`config.mk`:
```
export PLATFORM = sky130hd
export DESIGN_NAME = apb_rr_requester_arbiter
export DESIGN_NICKNAME = d
export VERILOG_FILES = /design/src/rtl/apb_rr_requester_arbiter.sv
export SDC_FILE = /design/constraint.sdc
export NUM_CORES = 1
export LEC_CHECK = 0
export BUFFER_PORTS_ARGS = -buffer_cell sky130_fd_sc_hd__buf_2
export CAP_MARGIN = 20
export CORE_AREA = 2 2 166 168
export CTS_BUF_LIST = sky130_fd_sc_hd__clkbuf_8 sky130_fd_sc_hd__clkbuf_16
export DETAILED_ROUTE_END_ITERATION = 7
export DIE_AREA = 0 0 168 170
export PLACE_DENSITY = 0.49
export SLEW_MARGIN = 20
export SYNTH_ARGS = -nofsm -noshare
export SYNTH_HDL_FRONTEND = slang
export SYNTH_SLANG_ARGS = --single-unit
export TNS_END_PERCENT = 100
```
`constraint.sdc`:
```
create_clock -name PCLK -period 6.6 [get_ports PCLK]
set_clock_uncertainty 0.1 [all_clocks]
set_input_delay 0.33 -clock PCLK [delete_from_list [all_inputs] [get_ports PCLK]]
set_output_delay 0.33 -clock PCLK [all_outputs]
set_load 0.02 [all_outputs]
```
`src/rtl/apb_rr_requester_arbiter.sv`:
```
// apb_rr_requester_arbiter: round-robin front end sharing one APB completer
// between NUM_REQ local requesters. A three-state requester FSM drives the
// APB bus; completion (normal, PERROR or PREADY timeout) is returned as a
// one-cycle rsp_valid pulse to the requester that owned the transfer.
//
// Handshake: a command on requester i is taken on the rising edge where
// req_valid[i] & req_ready[i] are both high. req_ready is one-hot and only
// asserted in IDLE for the round-robin winner. The requester keeps its
// command fields stable until that edge. rsp_valid[i] is a single-cycle
// pulse with no back-pressure; rsp_rdata/rsp_error are valid with it and
// hold until the next completion.
module apb_rr_requester_arbiter #(
  parameter int NUM_REQ = 4,
  parameter int ADDR_W  = 32,
  parameter int DATA_W  = 32,
  parameter int TIMEOUT = 64
) (
  input  logic                         PCLK,
  input  logic                         PRESETn,
  input  logic [NUM_REQ-1:0]           req_valid,
  output logic [NUM_REQ-1:0]           req_ready,
  input  logic [NUM_REQ-1:0]           req_write,
  input  logic [NUM_REQ*ADDR_W-1:0]    req_addr,
  input  logic [NUM_REQ*DATA_W-1:0]    req_wdata,
  input  logic [NUM_REQ*DATA_W/8-1:0]  req_strb,
  output logic [NUM_REQ-1:0]           rsp_valid,
  output logic [DATA_W-1:0]            rsp_rdata,
  output logic                         rsp_error,
  output logic                         PSEL,
  output logic                         PENABLE,
  output logic                         PWRITE,
  output logic [ADDR_W-1:0]            PADDR,
  output logic [DATA_W-1:0]            PWDATA,
  output logic [DATA_W/8-1:0]          PSTRB,
  input  logic [DATA_W-1:0]            PRDATA,
  input  logic                         PREADY,
  input  logic                         PERROR,
  output logic [1:0]                   dbg_state_o
);

  localparam int STRB_W = DATA_W / 8;
  localparam int PTR_W  = (NUM_REQ > 1) ? $clog2(NUM_REQ) : 1;
  localparam int CNT_W  = $clog2(TIMEOUT);

  typedef enum logic [1:0] {
    ST_IDLE   = 2'd0,
    ST_SETUP  = 2'd1,
    ST_ACCESS = 2'd2
  } state_t;

  state_t               state_q, state_d;
  logic [PTR_W-1:0]     ptr_q;
  logic [CNT_W-1:0]     cnt_q;
  logic                 pwrite_q;
  logic [ADDR_W-1:0]    paddr_q;
  logic [DATA_W-1:0]    pwdata_q;
  logic [STRB_W-1:0]    pstrb_q;
  logic [NUM_REQ-1:0]   rsp_valid_q;
  logic [DATA_W-1:0]    rsp_rdata_q;
  logic                 rsp_error_q;

  logic                 gnt_any;
  logic [PTR_W-1:0]     gnt_idx;
  logic [PTR_W:0]       cand_w;
  logic                 accept;
  logic                 xfer_done;
  logic                 xfer_err;
  logic [DATA_W-1:0]    xfer_rdata;

  // Round-robin search: first valid requester at or after ptr+1, wrapping.
  always_comb begin
    gnt_any = 1'b0;
    gnt_idx = '0;
    cand_w  = '0;
    for (int i = 1; i <= NUM_REQ; i++) begin
      cand_w = {1'b0, ptr_q} + (PTR_W+1)'(i);
      if (cand_w >= (PTR_W+1)'(NUM_REQ)) cand_w = cand_w - (PTR_W+1)'(NUM_REQ);
      if (!gnt_any && req_valid[cand_w[PTR_W-1:0]]) begin
        gnt_any = 1'b1;
        gnt_idx = cand_w[PTR_W-1:0];
      end
    end
  end

  // State register.
  always_ff @(posedge PCLK or negedge PRESETn) begin
    if (!PRESETn) state_q <= ST_IDLE;
    else          state_q <= state_d;
  end

  // Next-state logic: IDLE -> SETUP -> ACCESS -> IDLE.
  always_comb begin
    state_d = state_q;
    case (state_q)
      ST_IDLE:   if (gnt_any) state_d = ST_SETUP;
      ST_SETUP:  state_d = ST_ACCESS;
      ST_ACCESS: if (xfer_done) state_d = ST_IDLE;
      default:   state_d = ST_IDLE;
    endcase
  end

  // FSM outputs: grant, completion decode (PREADY wins over timeout).
  always_comb begin
    req_ready  = '0;
    accept     = 1'b0;
    xfer_done  = 1'b0;
    xfer_err   = 1'b0;
    xfer_rdata = '0;
    if (state_q == ST_IDLE && gnt_any) begin
      req_ready[gnt_idx] = 1'b1;
      accept             = 1'b1;
    end
    if (state_q == ST_ACCESS) begin
      if (PREADY) begin
        xfer_done  = 1'b1;
        xfer_err   = PERROR;
        xfer_rdata = pwrite_q ? '0 : PRDATA;
      end else if (cnt_q == CNT_W'(TIMEOUT - 1)) begin
        xfer_done = 1'b1;
        xfer_err  = 1'b1;
      end
    end
  end

  // Datapath: command latch, pointer, ACCESS counter and response registers.
  always_ff @(posedge PCLK or negedge PRESETn) begin
    if (!PRESETn) begin
      ptr_q       <= PTR_W'(NUM_REQ - 1);
      cnt_q       <= '0;
      pwrite_q    <= 1'b0;
      paddr_q     <= '0;
      pwdata_q    <= '0;
      pstrb_q     <= '0;
      rsp_valid_q <= '0;
      rsp_rdata_q <= '0;
      rsp_error_q <= 1'b0;
    end else begin
      rsp_valid_q <= '0;
      if (accept) begin
        ptr_q    <= gnt_idx;
        pwrite_q <= req_write[gnt_idx];
        paddr_q  <= req_addr[gnt_idx*ADDR_W +: ADDR_W];
        pwdata_q <= req_wdata[gnt_idx*DATA_W +: DATA_W];
        pstrb_q  <= req_strb[gnt_idx*STRB_W +: STRB_W];
      end
      if (state_q == ST_SETUP) cnt_q <= '0;
      else if (state_q == ST_ACCESS && !xfer_done) cnt_q <= cnt_q + CNT_W'(1);
      if (xfer_done) begin
        rsp_valid_q[ptr_q] <= 1'b1;
        rsp_rdata_q        <= xfer_rdata;
        rsp_error_q        <= xfer_err;
      end
    end
  end

  assign PSEL        = (state_q != ST_IDLE);
  assign PENABLE     = (state_q == ST_ACCESS);
  assign PWRITE      = pwrite_q;
  assign PADDR       = paddr_q;
  assign PWDATA      = pwdata_q;
  assign PSTRB       = pstrb_q;
  assign rsp_valid   = rsp_valid_q;
  assign rsp_rdata   = rsp_rdata_q;
  assign rsp_error   = rsp_error_q;
  assign dbg_state_o = state_q;

endmodule

```
==> out/summary.txt, run 1 <==
Max rail drop VDD = 0.358 mV
Post-CTS Setup Bufs = 0
Top cell type's share of synthesized area = 45.2%
Clock transition at the registers of the reported paths = 60 ps
First-pass GRT wire length = 35.5 mm
Min-delay src = PRDATA[30]
Initial antenna violation count = 2
Fillers = 2751
Period utilization = 61.5%
Netlist cell types = 40
Clock buffer depth = 2
Worst R2R End = PADDR[0]
Mean post-synth cell area = 11.3 µm²
Most frequent cells in the layout = 428 x buf_2, 139 x mux2i_1, 114 x dfrtp_1
Length of routed met2 wiring = 11.8 mm
Synthesized Nets = 881
Row cnt = 60
Routed Antenna Nets = 0
Synth Flop Type = dfrtp_1
Synth area leaders = dfrtp_1 45%, mux2i_1 22%, a2bb2oi_1 9.7%, o21ai_0 5.5%, a22o_1 4.4%
Nets = 1289
CTS buffer count = 17
DR WL/cell = 17.9 µm
R2R depth = 9
Die area = 28600 µm²
Max incr delay on CP = 680 ps
DR vias = 6119
Synthesized cell area = 6310 µm²
Commonest non-fill, non-tap cell in the layout = buf_2
Setup TNS = 0 ps
Hold Path End = rsp_rdata[30]
CP Cell Sequence = inv_1 > ha_1 > mux4_2 > o21bai_1 > a221o_4 > buf_12 > nor2b_1 > buf_2
Synth area leader = dfrtp_1
DRC errors left = 0
Worst path arrival time = 3630 ps
Fin. Hold Viols = 0
Synth-to-layout area growth = 49.4%
Clk Tree Root Cell = clkbuf_16
RSZ-0062 raised after global routing = no
Cell Pwr Density = 600 nW/µm²
Crit path required time = 6170 ps
Crit. End Element = output pin
Hold Path Cell Cnt = 2
Clk sinks = 116
Tot GR Track Use = 16.3%
Via count of the first global-routing pass = 6183
Core Region = 26700 µm²
Routed met1 length = 9.87 mm
GR Overflow Total = 0
Ports = 430
Slowest CP cell = dfstp_2
Worst Hold Class = input pin to flip-flop
Die X = 168 µm
Run status = completed
Max Slew Vio Count = 0
CTS tree = built
Slew margin rel. = 38.1%
Setup crit start kind = flip-flop
R2R Path Start = ptr_q[0]
Pre-CTS worst setup slack = 2720 ps
Max Freq = 0.246 GHz
HPWL after DPL = 17.7 mm
Met3 WL = 1.70 mm
Post-synth EDFFs = 0
Insertion delay to the later sink of the worst-skew pair = 410 ps
Kind of critical path = flip-flop to output pin
Syn Inst Count = 560
Pin count of the biggest net entering global routing = 89
Die Y = 170 µm
Final Power = 5.66 mW
Drt pass-1 iters = 5
Sequential area share after synthesis = 46.1%
Final worst slack = 2540 ps
DR vias/cell = 4.62
Topmost layer with routed signal wires = met4
Maxcap violations = 0
CTS HTree Levels = 4
Initial DRC Count = 217
Min Tclk post-route = 4060 ps
Ys async rst share = 100%
PortBufs = 429
#FFs+latches synth = 116
CP Max Fanout = 88
Slew of the pin with the lowest slew margin = 906 ps
Setup violators final = 0
WL final = 23.8 mm
Final GP Congestion = 0.772
Synthesis Warnings = 0
Layout cells sized above 1 = 49.2%
Leak pwr = 5.03 nW
Worst reg2reg setup slack = 2800 ps
Initial Utilization = 23.7%
routing by layer:
metal	vias up	track usage, %
li1	2944	-
met1	2870	19.3
met2	278	28.1
met3	27	4.79
met4	0	5.56
met5	-	0
cells by family (layout without fill, tap and decap cells):
logic type | count (synthesis) | in the layout | share of synthesized area (%)
muxes | 142 | 142 | 23.1
buffers and inverters | 56 | 477 | 3.95
other | 0 | 2 | 0
AOI/OAI and AO/OA | 191 | 191 | 21.7
and+or+nand+nor | 47 | 47 | 3.71
xor gates and xnor gates | 3 | 3 | 0.417
adders and majority gates | 5 | 5 | 0.992
DFF | 116 | 116 | 46.1
synth_stat cells, types with 2 or more instances:
| cell type | number |
|---|---|
| a21oi_1 | 2 |
| a22o_1 | 32 |
| a2bb2oi_1 | 70 |
| and3_1 | 6 |
| buf_1 | 7 |
| buf_2 | 16 |
| buf_6 | 2 |
| clkbuf_1 | 23 |
| dfrtp_1 | 114 |
| dfstp_2 | 2 |
| ha_1 | 5 |
| inv_1 | 7 |
| mux2i_1 | 139 |
| mux4_2 | 3 |
| nand2_1 | 12 |
| nand2b_1 | 2 |
| nand3_1 | 3 |
| nor2_1 | 11 |
| nor2b_1 | 3 |
| nor4_1 | 2 |
| o21ai_0 | 69 |
| o21ai_1 | 8 |
| o21bai_1 | 2 |
| or2_2 | 2 |
| xnor2_1 | 3 |
worst max-delay path, delay by kind of cell (launching register included):
kind,cells,cell delay [ps]
compound gates,2,550
fa+ha+maj,1,390
buf+inv,3,740
flops,1,680
mux,1,520
simple gates,1,200
metrics by stage:
stage	area, µm²	cells	util (%)	hold slack (ps)
floorplan	6310	560	-	-65.6
global placement	8750	1288	32.8	324
detailed placement	8750	1288	32.8	321
CTS	9400	1321	35.3	8.48
global route	9420	1324	35.4	14.5
finish	9420	1324	35.4	31.8
sequential cells by signal, indices dropped and copies added (netlist names), 2 cells and up:
name         cells
rsp_rdata       32
ptr_q            2
PADDR           32
rsp_valid        4
PSTRB            4
cnt_q            6
dbg_state_o      2
PWDATA          32
cell type report:
type / count / area (µm²) / share of cell area (%)
multi-input cells: 388 / 3180 / 33.8
flip-flops and latches: 116 / 2910 / 30.8
repair buffers: 438 / 2240 / 23.8
clock buffers: 18 / 439 / 4.66
well taps: 341 / 427 / 4.53
clock inverters: 14 / 200 / 2.12
inverters: 7 / 26.3 / 0.279
diodes: 2 / 5.00 / 0.0531
worst max-delay path by stage:
stage                        start      endpoint  slack (ps)
after floorplan           ptr_q[0]  req_ready[0]        3350
after detailed placement  ptr_q[0]      PADDR[0]        2720
after global placement    ptr_q[0]      PADDR[0]        2800
after CTS                 ptr_q[0]  req_ready[3]        2450
final                     ptr_q[0]  req_ready[3]        2540
after global routing      ptr_q[0]  req_ready[3]        2270
power by group:
part | switching, mW | internal (mW)
sequential | 0.190 | 1.06
clock | 0.367 | 0.647
combinational | 1.90 | 1.49
repair_timing:
item                                    4_1_cts  5_1_grt
resized for setup                             0        0
hold endpoints to repair                     51        0
hold buffers                                  1        0
endpoints found under the setup margin        0        0
No activity file was read; power rests on OpenSTA's default activity.
==> run 2, diff against run 1 <==
--- a/config.mk
+++ b/config.mk
@@ -7,11 +7,11 @@
 export LEC_CHECK = 0
 export BUFFER_PORTS_ARGS = -buffer_cell sky130_fd_sc_hd__buf_2
 export CAP_MARGIN = 20
-export CORE_AREA = 2 2 166 168
+export CORE_AREA = 2 2 167 169
 export CTS_BUF_LIST = sky130_fd_sc_hd__clkbuf_8 sky130_fd_sc_hd__clkbuf_16
 export DETAILED_ROUTE_END_ITERATION = 7
-export DIE_AREA = 0 0 168 170
-export PLACE_DENSITY = 0.49
+export DIE_AREA = 0 0 169 171
+export PLACE_DENSITY = 0.5
 export SLEW_MARGIN = 20
 export SYNTH_ARGS = -nofsm -noshare
 export SYNTH_HDL_FRONTEND = slang
==> constraint.sdc (replaced) <==
create_clock -name PCLK -period 3.4 [get_ports PCLK]
set_clock_uncertainty 0.1 [all_clocks]
set_input_delay 0.17 -clock PCLK [delete_from_list [all_inputs] [get_ports PCLK]]
set_output_delay 0.17 -clock PCLK [all_outputs]
set_load 0.02 [all_outputs]
==> run 2 against run 1 <==
Worst setup slack lost 2400 ps. Sequential share of layout area shrank 5.5 points. Worst hold slack lost 22 ps. Largest cell class is now non-clock buffers. Largest power group unchanged. Highest routed layer unchanged.
==> out/summary.txt, run 2 (synthesized netlist as in run 1, its figures left out) <==
Die Y = 171 µm (+0.59%)
Fin. Hold Viols = 0 (unchanged)
DR WL/cell = 18.2 µm (+1.3%)
Worst reg2reg setup slack = 120 ps (-2680 ps)
Cell Pwr Density = 1030 nW/µm² (+72%)
GR Overflow Total = 0 (unchanged)
Setup crit start kind = flip-flop
Max Slew Vio Count = 0 (unchanged)
Register area = 2910 µm² (unchanged)
Worst path arrival time = 3030 ps (-600 ps)
Clk sinks = 116 (unchanged)
Commonest non-fill, non-tap cell in the layout = buf_2
RSZ-0062 raised after global routing = no
Nets = 1494 (+16%)
CTS HTree Levels = 4 (unchanged)
Tot GR Track Use = 17.8% (+1.6 points)
Delay-heaviest family, CP = flip-flops
Die X = 169 µm (+0.60%)
Insertion delay to the later sink of the worst-skew pair = 410 ps (about the same)
Row cnt = 61 (+1.7%)
Leak pwr = 5.90 nW (+17%)
Layout cells sized above 1 = 42.3% (-6.9 points)
Drt pass-1 iters = 4 (-1)
Final worst slack = 99.2 ps (-2440 ps)
Maxcap violations = 0 (unchanged)
CP Max Fanout = 26 (-70%)
Slew margin rel. = 49.4% (+11 points)
DR vias/cell = 4.60 (-0.41%)
Run status = completed
Slew of the pin with the lowest slew margin = 758 ps (-147 ps)
Via count of the first global-routing pass = 7383 (+19%)
Setup TNS = 0 ps (unchanged)
PortBufs = 429 (unchanged)
Crit. End Element = output pin
Period utilization = 97.1%
Most frequent cells in the layout = 427 x buf_2, 190 x dlygate4sd3_1, 139 x mux2i_1
Slowest CP cell = dfstp_2
Max incr delay on CP = 530 ps (-150 ps)
Synth-to-layout area growth = 82.2%
Final GP Congestion = 0.797 (+3.2%)
Crit path required time = 3130 ps (-3040 ps)
Initial DRC Count = 297 (+37%)
Clock buffer depth = 2 (unchanged)
Ports = 430 (unchanged)
Multi-input gate area = 3200 µm² (+0.47%)
Worst Hold Class = input pin to flip-flop
Initial Utilization = 23.1% (-0.58 points)
CTS tree = built
Pre-CTS worst setup slack = 106 ps (-2610 ps)
CP most frequent cell = nor2b_1
Die area = 28900 µm² (+1.2%)
Routed Antenna Nets = 0 (unchanged)
DRC errors left = 0 (unchanged)
Clk Tree Root Cell = clkbuf_16
Setup violators final = 0 (unchanged)
WP buf/inv = 3 (unchanged)
WL final = 27.9 mm (+17%)
Kind of critical path = flip-flop to output pin
HPWL after DPL = 17.8 mm (+0.76%)
ANT cells = 0 (-2)
Core Region = 27300 µm² (+2.5%)
Initial antenna violation count = 0 (-2)
Max Freq = 0.303 GHz
Fillers = 2625 (-4.6%)
Max rail drop VDD = 0.459 mV (+28%)
Pin count of the biggest net entering global routing = 56 (-37%)
CTS buffer count = 17 (unchanged)
DR vias = 7051 (+15%)
CP Cell Sequence = inv_1 > ha_4 > mux4_2 > nor2b_1 > a221o_4 > buf_16 > nor2b_1 > buf_2
Clock transition at the registers of the reported paths = 60 ps (about the same)
First-pass GRT wire length = 39.7 mm (+12%)
Min Tclk post-route = 3300 ps
run 2: changes by cell type in the layout (fill, tap and decap cells not counted), sizes merged:
cell and delta:
inv +4, clkinv -3, diode -2, dlygate4sd3 +189
bufinv -4, buf +12, clkinvlp +3, clkbuf +3
bufbuf +1
run 2: path summary, 6_finish.rpt:
check / start / endpoint / cells after the start
setup / recovery: ptr_q[1] / req_ready[1] / 8
hold / removal: req_wdata[75] / PWDATA[11] / 3
setup reg to reg: ptr_q[1] / PADDR[14] / 9
hold reg to reg: PWDATA[12] / PWDATA[12] / 2
max in group asynchronous: PRESETn / PWDATA[21] / 3
min in group asynchronous: PRESETn / PWDATA[20] / 2
run 2: report_power, final:
group          leakage [nW]  internal [mW]  switching (mW)
clock                 0.256          0.972           0.752
combinational          4.19           3.60            4.14
sequential             1.46           2.07           0.351
total                  5.90           6.64            5.24
run 2: metal layers:
layer | vias up | wire (µm) | global-route usage [%] | share of wire [%]
met1 | 3328 | 11200 | 19.9 | 40
li1 | 3366 | - | - | -
met2 | 308 | 14100 | 32.1 | 51
met5 | - | 0 | 0 | 0
met4 | 0 | 766 | 7.02 | 2.7
met3 | 49 | 1810 | 5.11 | 6.5
run 2: cell type report:
type	instances	area share (%)
repair buffers	643	38.0
flip-flops and latches	116	25.3
multi-input cells	388	27.8
clock inverters	14	1.05
well taps	346	3.77
inverters	7	0.229
clock buffers	18	3.82
run 2: stage by stage:
| stage | power (mW) | cell area (µm²) | utilization (%) | std cells | hold slack [ps] |
|---|---|---|---|---|---|
| after floorplan | 7.30 | 6310 | - | 560 | -226 |
| after global placement | 9.31 | 8850 | 32.4 | 1302 | 189 |
| after detailed placement | 9.36 | 8850 | 32.4 | 1302 | 198 |
| after CTS | 11.6 | 11400 | 41.6 | 1526 | 0.159 |
| after global routing | 12.7 | 11500 | 42.1 | 1532 | 10.7 |
| final | 11.9 | 11500 | 42.1 | 1532 | 9.68 |
run 2: what timing repair did:
item,4_1_cts,5_1_grt
pin swaps,0,2
endpoints found under the hold margin,151,0
setup buffers,1,3
gates cloned,1,3
resized for setup,2,7
endpoints found under the setup margin,4,8
hold buffers,190,0
run 2: tightest hold or removal path, cell delays in order:
cell and delay, ps:
buf_2 80, mux2i_1 80, o21ai_0 150
